<file path="src/rtl/bp_pkg.sv">
// Shared definitions for the branch predictor: counter encodings, the reset and
// allocate values, and the tag-width helper.
package bp_pkg;

    typedef enum logic [1:0] {
        SNT = 2'b00,
        WNT = 2'b01,
        WT  = 2'b10,
        ST  = 2'b11
    } ctr_e;

    localparam ctr_e CTR_RESET = WNT;
    localparam ctr_e CTR_ALLOC = WT;

    // Word-aligned PCs: the two low bits are neither index nor tag.
    function automatic int tag_width(input int xlen, input int idx_w);
        return xlen - idx_w - 2;
    endfunction

endpackage

</file>
<file path="src/rtl/bp_sat_ctr.sv">
// 2-bit saturating counter next-state logic used on the BTB training path.
module bp_sat_ctr
    import bp_pkg::*;
(
    input  ctr_e i_ctr,
    input  logic i_taken,
    output ctr_e o_ctr_next
);

    // Step towards strongly-taken or strongly-not-taken, holding at either end.
    always_comb begin
        o_ctr_next = i_ctr;
        case (i_ctr)
            SNT:     o_ctr_next = i_taken ? WNT : SNT;
            WNT:     o_ctr_next = i_taken ? WT  : SNT;
            WT:      o_ctr_next = i_taken ? ST  : WNT;
            ST:      o_ctr_next = i_taken ? ST  : WT;
            default: o_ctr_next = CTR_RESET;
        endcase
    end

endmodule

</file>
<file path="src/rtl/branch_predictor.sv">
// Direct-mapped BTB with 2-bit counters: IF-stage prediction, ID-stage
// misprediction detection/redirect, table training and performance counters.
module branch_predictor
    import bp_pkg::*;
#(
    parameter int IDX_W = 4,
    parameter int XLEN  = 32
) (
    input  logic            clk,
    input  logic            rst,
    input  logic [XLEN-1:0] if_pc,
    output logic            pred_taken,
    output logic [XLEN-1:0] pred_target,
    input  logic            id_valid,
    input  logic            id_stall,
    input  logic            id_is_branch,
    input  logic            id_is_jal,
    input  logic            id_taken,
    input  logic [XLEN-1:0] id_pc,
    input  logic [XLEN-1:0] id_target,
    input  logic            id_pred_taken,
    input  logic [XLEN-1:0] id_pred_target,
    output logic            mispredict,
    output logic [XLEN-1:0] redirect_pc,
    output logic [31:0]     branch_cnt,
    output logic [31:0]     mispred_cnt
);

    localparam int ENTRIES = 1 << IDX_W;
    localparam int TAG_W   = tag_width(XLEN, IDX_W);
    localparam logic [XLEN-1:0] PC_STEP = {{(XLEN-3){1'b0}}, 3'b100};

    logic             r_valid  [ENTRIES];
    logic [TAG_W-1:0] r_tag    [ENTRIES];
    logic [XLEN-1:0]  r_target [ENTRIES];
    ctr_e             r_ctr    [ENTRIES];
    logic [31:0]      r_branch_cnt;
    logic [31:0]      r_mispred_cnt;

    logic [IDX_W-1:0] w_if_idx;
    logic [TAG_W-1:0] w_if_tag;
    logic             w_if_hit;
    logic [XLEN-1:0]  w_if_pc_plus4;
    logic [IDX_W-1:0] w_id_idx;
    logic [TAG_W-1:0] w_id_tag;
    logic             w_id_hit;
    logic             w_res;
    logic             w_act;
    logic [XLEN-1:0]  w_correct_pc;
    logic             w_mispredict;
    ctr_e             w_ctr_next;
    logic             w_unused;

    assign w_if_idx      = if_pc[IDX_W+1:2];
    assign w_if_tag      = if_pc[XLEN-1:IDX_W+2];
    assign w_if_hit      = r_valid[w_if_idx] && (r_tag[w_if_idx] == w_if_tag);
    assign w_if_pc_plus4 = if_pc + PC_STEP;

    assign w_id_idx = id_pc[IDX_W+1:2];
    assign w_id_tag = id_pc[XLEN-1:IDX_W+2];
    assign w_id_hit = r_valid[w_id_idx] && (r_tag[w_id_idx] == w_id_tag);

    // A stalled instruction resolves only in its last ID cycle; JAL wins if both flags are set.
    assign w_res        = id_valid && !id_stall && (id_is_branch || id_is_jal);
    assign w_act        = id_is_jal ? 1'b1 : id_taken;
    assign w_correct_pc = w_act ? id_target : (id_pc + PC_STEP);
    assign w_mispredict = w_res && ((w_act != id_pred_taken) ||
                                    (w_act && (id_target != id_pred_target)));

    assign w_unused = ^{if_pc[1:0], id_pc[1:0]};

    bp_sat_ctr u_sat_ctr (
        .i_ctr      (r_ctr[w_id_idx]),
        .i_taken    (w_act),
        .o_ctr_next (w_ctr_next)
    );

    // IF prediction and ID redirect; reset forces the fall-through view.
    always_comb begin
        pred_taken  = 1'b0;
        pred_target = w_if_pc_plus4;
        mispredict  = 1'b0;
        redirect_pc = {XLEN{1'b0}};
        if (rst) begin
            pred_taken  = 1'b0;
            pred_target = w_if_pc_plus4;
        end else begin
            pred_taken  = w_if_hit && r_ctr[w_if_idx][1];
            pred_target = (w_if_hit && r_ctr[w_if_idx][1]) ? r_target[w_if_idx] : w_if_pc_plus4;
            mispredict  = w_mispredict;
            redirect_pc = w_mispredict ? w_correct_pc : {XLEN{1'b0}};
        end
    end

    // Table training on resolve; IF reads the pre-update entry this cycle.
    always_ff @(posedge clk) begin
        if (rst) begin
            for (int i = 0; i < ENTRIES; i++) begin
                r_valid[i]  <= 1'b0;
                r_tag[i]    <= {TAG_W{1'b0}};
                r_target[i] <= {XLEN{1'b0}};
                r_ctr[i]    <= CTR_RESET;
            end
        end else if (w_res) begin
            if (w_id_hit) begin
                if (id_is_jal) begin
                    r_ctr[w_id_idx]    <= ST;
                    r_target[w_id_idx] <= id_target;
                end else begin
                    r_ctr[w_id_idx] <= w_ctr_next;
                    if (w_act) begin
                        r_target[w_id_idx] <= id_target;
                    end else begin
                        r_target[w_id_idx] <= r_target[w_id_idx];
                    end
                end
            end else if (w_act) begin
                r_valid[w_id_idx]  <= 1'b1;
                r_tag[w_id_idx]    <= w_id_tag;
                r_target[w_id_idx] <= id_target;
                r_ctr[w_id_idx]    <= id_is_jal ? ST : CTR_ALLOC;
            end else begin
                r_valid[w_id_idx] <= r_valid[w_id_idx];
            end
        end else begin
            r_valid[w_id_idx] <= r_valid[w_id_idx];
        end
    end

    // Performance counters, wrapping naturally at 2^32.
    always_ff @(posedge clk) begin
        if (rst) begin
            r_branch_cnt  <= 32'd0;
            r_mispred_cnt <= 32'd0;
        end else begin
            r_branch_cnt  <= r_branch_cnt + {31'd0, w_res};
            r_mispred_cnt <= r_mispred_cnt + {31'd0, w_mispredict};
        end
    end

    assign branch_cnt  = r_branch_cnt;
    assign mispred_cnt = r_mispred_cnt;

endmodule
</file>
<file path="config.mk">
export PLATFORM = sky130hd
export DESIGN_NAME = branch_predictor
export DESIGN_NICKNAME = d
export VERILOG_FILES = /design/src/rtl/bp_pkg.sv /design/src/rtl/bp_sat_ctr.sv /design/src/rtl/branch_predictor.sv
export SDC_FILE = /design/constraint.sdc
export NUM_CORES = 2
export LEC_CHECK = 0
export ABC_AREA = 1
export CORE_UTILIZATION = 40
export DETAILED_ROUTE_END_ITERATION = 7
export PLACE_DENSITY = 0.61
export SLEW_MARGIN = 10
export SYNTH_ARGS = -nofsm -noshare
export SYNTH_HDL_FRONTEND = slang
export SYNTH_SLANG_ARGS = --single-unit
</file>
<file path="constraint.sdc">
create_clock -name clk -period 10.6 [get_ports clk]
set_clock_uncertainty 0.15 [all_clocks]
set_input_delay 2.12 -clock clk [delete_from_list [all_inputs] [get_ports clk]]
set_output_delay 2.12 -clock clk [all_outputs]
set_load 0.02 [all_outputs]
</file>
Word-level counts from Yosys, hierarchy flattened
Memories as Yosys holds them, arrays and structs flattened.
Cells that the tools add are included.

cells by class
  reduce and logical (&&, ||, !) cells = 16
  eq/ne operators = 8
  $add $sub $neg = 4
  muxes and demuxes = 68
  bitwise gates (word level) = 7

operators with widths
  cell                                                              number
  32-bit 2-to-1 mux                                                 9
  32-bit by 1-bit adder with 32-bit output                          2
  32-bit by 3-bit adder with 32-bit output (second input constant)  2
  26-bit == test                                                    2
  1-bit 2-to-1 mux                                                  48
  32-bit inequality test                                            1
  32-bit OR reduction                                               1
  26-bit 2-to-1 mux                                                 1
  26-bit OR reduction                                               1
  4-bit 2-to-1 mux                                                  4
  2-bit 2-to-1 mux                                                  5
  2-bit one-hot mux with 4 select lines                             1
  1-bit logical AND                                                 7
  1-bit bitwise OR                                                  7
  2-bit == test (second input constant)                             2
  2-bit by 1-bit == test with 1-bit output (second input constant)  1
  2-bit zero test                                                   1
  1-bit logical OR                                                  2
  2-bit AND reduction                                               1
  2-bit OR reduction                                                1
  1-bit zero test                                                   1
  0-bit inequality test                                             1
  1-bit inequality test                                             1
  1-bit OR reduction                                                1

word-level totals
  bits in writable memories = 976
  bits of input ports = 136
  memories kept = 4
  bits in registers = 64

memories
  name      depth  width  rd ports  clocked after Yosys merged registers in  write ports  line                    source
  r_target  16     32     1         0                                        16           branch_predictor.sv:35  logic [XLEN-1:0] r_target [ENTRIES];
  r_tag     16     26     2         0                                        16           branch_predictor.sv:34  logic [TAG_W-1:0] r_tag [ENTRIES];
  r_ctr     16     2      2         0                                        16           branch_predictor.sv:36  ctr_e r_ctr [ENTRIES];
  r_valid   16     1      2         0                                        16           branch_predictor.sv:33  logic r_valid [ENTRIES];

Depth between registers and ports, before layout
  word-level depth = 12
  gate-level depth with buffers = 25
  depth with buffers taken out = 25

Cells and area by module
A second synthesis with hierarchy kept.

second synthesis, totals
  cell total of the unflattened synthesis = 6545
  area, all modules = 54901.4 um2

by module, submodules not included
  module            cells each  instances  area an instance (um2)
  branch_predictor  6540        1          54880.1
  bp_sat_ctr        5           1          21.3

Worst setup path before layout
OpenSTA, ideal clock, no wires.

  kind = input -> output
  start point = in if_pc[2]
  end point = out pred_target[2]
  stages = 16
  path buffers = 4
  path slack = 3.947 ns
  arrival = 4.383 ns
  cells stage by stage = buf_4 inv_2 buf_4 clkbuf_1 o21ai_0 nand3_1 nand3_1 nand2_1 xor2_1 nand3_1 nor2_1 nand2_1 nor2_1 nand2_1 buf_2 o21ai_0

between the ends
  longest elaborated chain between the ends = 6
  elaborated cells on any way between the ends = 10
  classes of those cells = 1 x add/sub; 1 x eq/ne; 2 x mux; 2 x reduce/logical; 4 x memory

ends and longest elaborated chain
  element                  line                    source
  start: declaration       branch_predictor.sv:11  input logic [XLEN-1:0] if_pc,
  memory read 16 x 26 bit  n/a
  26-bit == test           branch_predictor.sv:56  assign w_if_hit = r_valid[w_if_idx] && (r_tag[w_if_idx] == w_if_tag);
  1-bit logical AND        branch_predictor.sv:56
  1-bit logical AND        branch_predictor.sv:89  pred_target = (w_if_hit && r_ctr[w_if_idx][1]) ? r_target[w_if_idx] : w_if_pc_plus4;
  32-bit 2-to-1 mux        branch_predictor.sv:89
  32-bit 2-to-1 mux (*)    branch_predictor.sv:84  if (rst) begin
  end: declaration         branch_predictor.sv:13  output logic [XLEN-1:0] pred_target,

Mark *: on every way between the ends. The rest lies on a longest branch, timed or not.

Worst setup path in the final report
  start point = in id_pc[6]
  end point = out redirect_pc[26]

between the ends
  longest elaborated chain between the ends = 4

ends and longest elaborated chain
  element                                   line                    source
  start: declaration                        branch_predictor.sv:19  input logic [XLEN-1:0] id_pc,
  32-bit by 3-bit adder with 32-bit output  branch_predictor.sv:66  assign w_correct_pc = w_act ? id_target : (id_pc + PC_STEP);
  32-bit 2-to-1 mux                         branch_predictor.sv:66
  32-bit 2-to-1 mux                         branch_predictor.sv:91  redirect_pc = w_mispredict ? w_correct_pc : {XLEN{1'b0}};
  32-bit 2-to-1 mux                         branch_predictor.sv:84
  end: declaration                          branch_predictor.sv:24  output logic [XLEN-1:0] redirect_pc,

Every way passes these cells.

==> metrics.md <==
| Metric | Value |
|---|---|
| GR Util met3 | 0.0812 |
| DP HPWL | 133000 µm |
| VDD IR max | 0.000141 V |
| Hold Path Stages | 2 |
| Total wire length | 214000 µm |
| Setup ws final | 1290 ps |
| Setup slack, reg-to-reg | 5810 ps |
| Register-to-Register Path Depth | 19 |
| Die W | 372 µm |
| Synth async-reset ratio | 0 |
| Leak | 24.7 nW |
| Largest cells by area after synthesis | edfxtp_1 53%, nor2_1 11%, nand2_1 8.4%, o21ai_0 5.5%, inv_1 3.3% |
| Tcrit/Tclk final | 0.878 |
| Detailed Routing Iterations Pass 1 | 8 |
| Max-cap violations | 0 |
| Post-synth net total | 6666 |
| GRT met2 Usage | 0.458 |
| GRT overflow | 0 |
| Count leader, synth | nor2_1 |
| Post-cts gate resize count | 0 |
| Post-layout util | 0.458 |
| DRT iter0 DRCs | 6698 |
| H-tree Lvls | 3 |
| Post-synth EDFFs | 976 |
| Via-to-Cell Ratio | 5.76 |
| Drt wl/cell | 25.4 µm |
| Clock Latency Late Sink | 760 ps |
| Crit. End Element | output port |
| Post-synthesis sequential area ratio | 0.557 |
| CTS tree | built |
| Critical R2R Capture | r_tag[12][3] |
| Post-synth top area cell | edfxtp_1 |
| HP Class | register to register |
| Antenna Violating Nets Remaining | 0 |
| Synth top area share | 0.534 |
| Num CTS Buffers | 113 |
| Worst hold path startpoint | branch_cnt[31] |
| Nets | 6684 |
| IO buf count | 265 |
| Hold buffer count at cts | 0 |
| Crit-path max FO | 19 |
| Largest net degree at the start of global routing | 167 |
| Synth Instances | 6521 |
| Vias in the first global route | 44537 |
| CP startpoint kind | input pin |
| Final Hold Fails | 0 |
| Mapped cell area | 0.0549 mm² |
| Chip height | 372 µm |
| Hold path endpoint | branch_cnt[31] |
| Min Tclk post-route | 9310 ps |
| Placer congestion estimate | 0.988 |
| Top FF cell, synth | edfxtp_1 |
| Total core area | 0.136 mm² |
| Root buf cell | clkbuf_16 |
| Io pins | 266 |
| Syn-to-layout area delta | 13.4% |
| RSZ-0062 raised after global routing | false |
| Slew Viols, Final | 0 |
| Critical path class | input pin to output port |
| CP Data Required Time | 8330 ps |
| Vias | 48454 |
| CP arrival | 7040 ps |
| Layout cell share with drive strength beyond 1 | 0.0547 |
| Initial antenna violation count | 14 |
| Status | finished clean |
| First-pass GRT wire length | 304000 µm |
| Core Rows | 135 |
| Busiest metal layer after global routing | met2 |
| Fmax | 107 MHz |
| RR Startpoint | r_tag[1][9] |
| Die area | 0.139 mm² |
| Post-Route Setup TNS | 0 ps |
| Global-route met1 utilization | 0.401 |
| Final Setup Violations | 0 |
| Mapped Avg Cell Area | 8.42 µm² |
| DP Worst Slack | 1590 ps |
| PwrDens | 160 mW/mm² |
| Clock Path Buffers | 3 |
| Initial core utilization | 0.404 |
| Worst slew margin | 0.101 |
| GRT Util Overall | 0.301 |
| Top cells by count, synth | 1605 x nor2_1, 1225 x nand2_1, 976 x edfxtp_1, 598 x o21ai_0, 478 x inv_1 |
| Tot Pwr | 9.96 mW |
| Worst-margin pin slew | 1350 ps |
| Final Instance Count excl. Fillers | 8415 |
| Warnings, synthesis | 0 |
| Synthesized flop and latch total | 1040 |
| Post-CTS Setup Bufs | 0 |
| CTS sink count | 1040 |
| # DRC | 0 |
| Clk slew on worst S/H paths | 60 ps |
| Yosys cell types | 48 |
| Cell total after placement | 8205 |
-- per-layer routing --
metal / vias up / share of wire / routed length (µm)
met5: - / 0.0011 / 239
met4: 20 / 0.050 / 10600
met3: 502 / 0.13 / 27300
met2: 3112 / 0.44 / 93000
met1: 23148 / 0.39 / 82600
li1: 21672 / - / -
-- through the flow --
stage          cell area (µm²)  hold slack, ps
4_1_cts                  62200             321
3_5_place_dp             58600             308
3_3_place_gp             58600             303
5_1_grt                  62200             363
6_report                 62200             316
2_1_floorplan            54900             387
-- report_power, final --
part / leakage (nW) / switching (mW) / internal [mW]
combinational: 13.1 / 0.910 / 0.318
clock: 1.78 / 1.73 / 2.25
sequential: 9.81 / 0.0649 / 4.68
-- flip-flops by register name, indices dropped and copies added (netlist names) --
signal,cells
mispred_cnt,32
r_tag,416
r_target,512
r_valid,16
branch_cnt,32
r_ctr,32
-- critical path, cell delays in order --
cell and delay, ps:
clkdlybuf4s50_1 750, clkinv_1 680, nor3_2 430, nand2_1 160
nor3_2 240, nand2_1 140, nor3_2 640, nand3_1 250
nor2_1 190, xor2_1 290, nor2_1 80, nor2_1 360
clkdlybuf4s50_1 690
-- kinds of logic (layout without fill, tap and decap cells) --
family                   after synthesis  in the layout  share of synthesized area
AO/OA/AOI/OAI                       1135           1135                      0.114
XOR/XNOR                              95             95                     0.0152
flip-flops                          1040           1040                      0.557
buffers and inverters                989           1101                     0.0755
AND/OR/NAND/NOR                     3253           3253                      0.236
other                                  0              1                          0
adder cells (fa/ha/maj)                9              9                    0.00205
-- worst max-delay path by stage --
stage,startpoint,end,slack [ps],depth (start not counted)
floorplan,if_pc[2],pred_target[2],3950,16
finish,id_pc[6],redirect_pc[26],1290,13
CTS,id_pc[6],redirect_pc[26],1550,13
global route,id_pc[6],redirect_pc[26],1250,13
global placement,id_pc[6],redirect_pc[26],1640,13
detailed placement,id_pc[6],redirect_pc[26],1590,13
-- cells in the final DEF (no fill, tap or decap), types with 11 or more instances in the layout --
master           synthesis  routed
nor2_1                1605    1598
nand2_1               1225    1192
edfxtp_1               976     976
o21ai_0                598     598
inv_1                  478     474
nand3_1                286     285
clkdlybuf4s50_1          0     260
a21oi_1                252     252
clkbuf_16                0     114
buf_4                   24      98
o22ai_1                 82      82
xor2_1                  74      74
dfxtp_1                 64      64
clkinv_1                37      61
o21ai_1                 51      51
nor3_1                  50      49
o221ai_1                49      49
nand2_2                  8      41
o211ai_1                33      33
nand4_1                 28      28
clkinv_2                 0      25
clkbuf_1               285      24
xnor2_1                 21      21
a211oi_1                16      16
a32o_1                  13      13
a31oi_1                 13      13
nor4_1                  11      11
bufinv_16                0      11
-- layout make-up --
type	instances	area [µm²]
Inverter	525	1990
Sequential cell	1040	30600
Tap cell	1781	2230
Clock buffer	139	2960
Fill cell	13129	73600
Antenna cell	1	2.50
Timing Repair Buffer	367	3500
Clock inverter	70	691
Multi-Input combinational cell	4492	20300
Power figures use the tool's default switching activity.
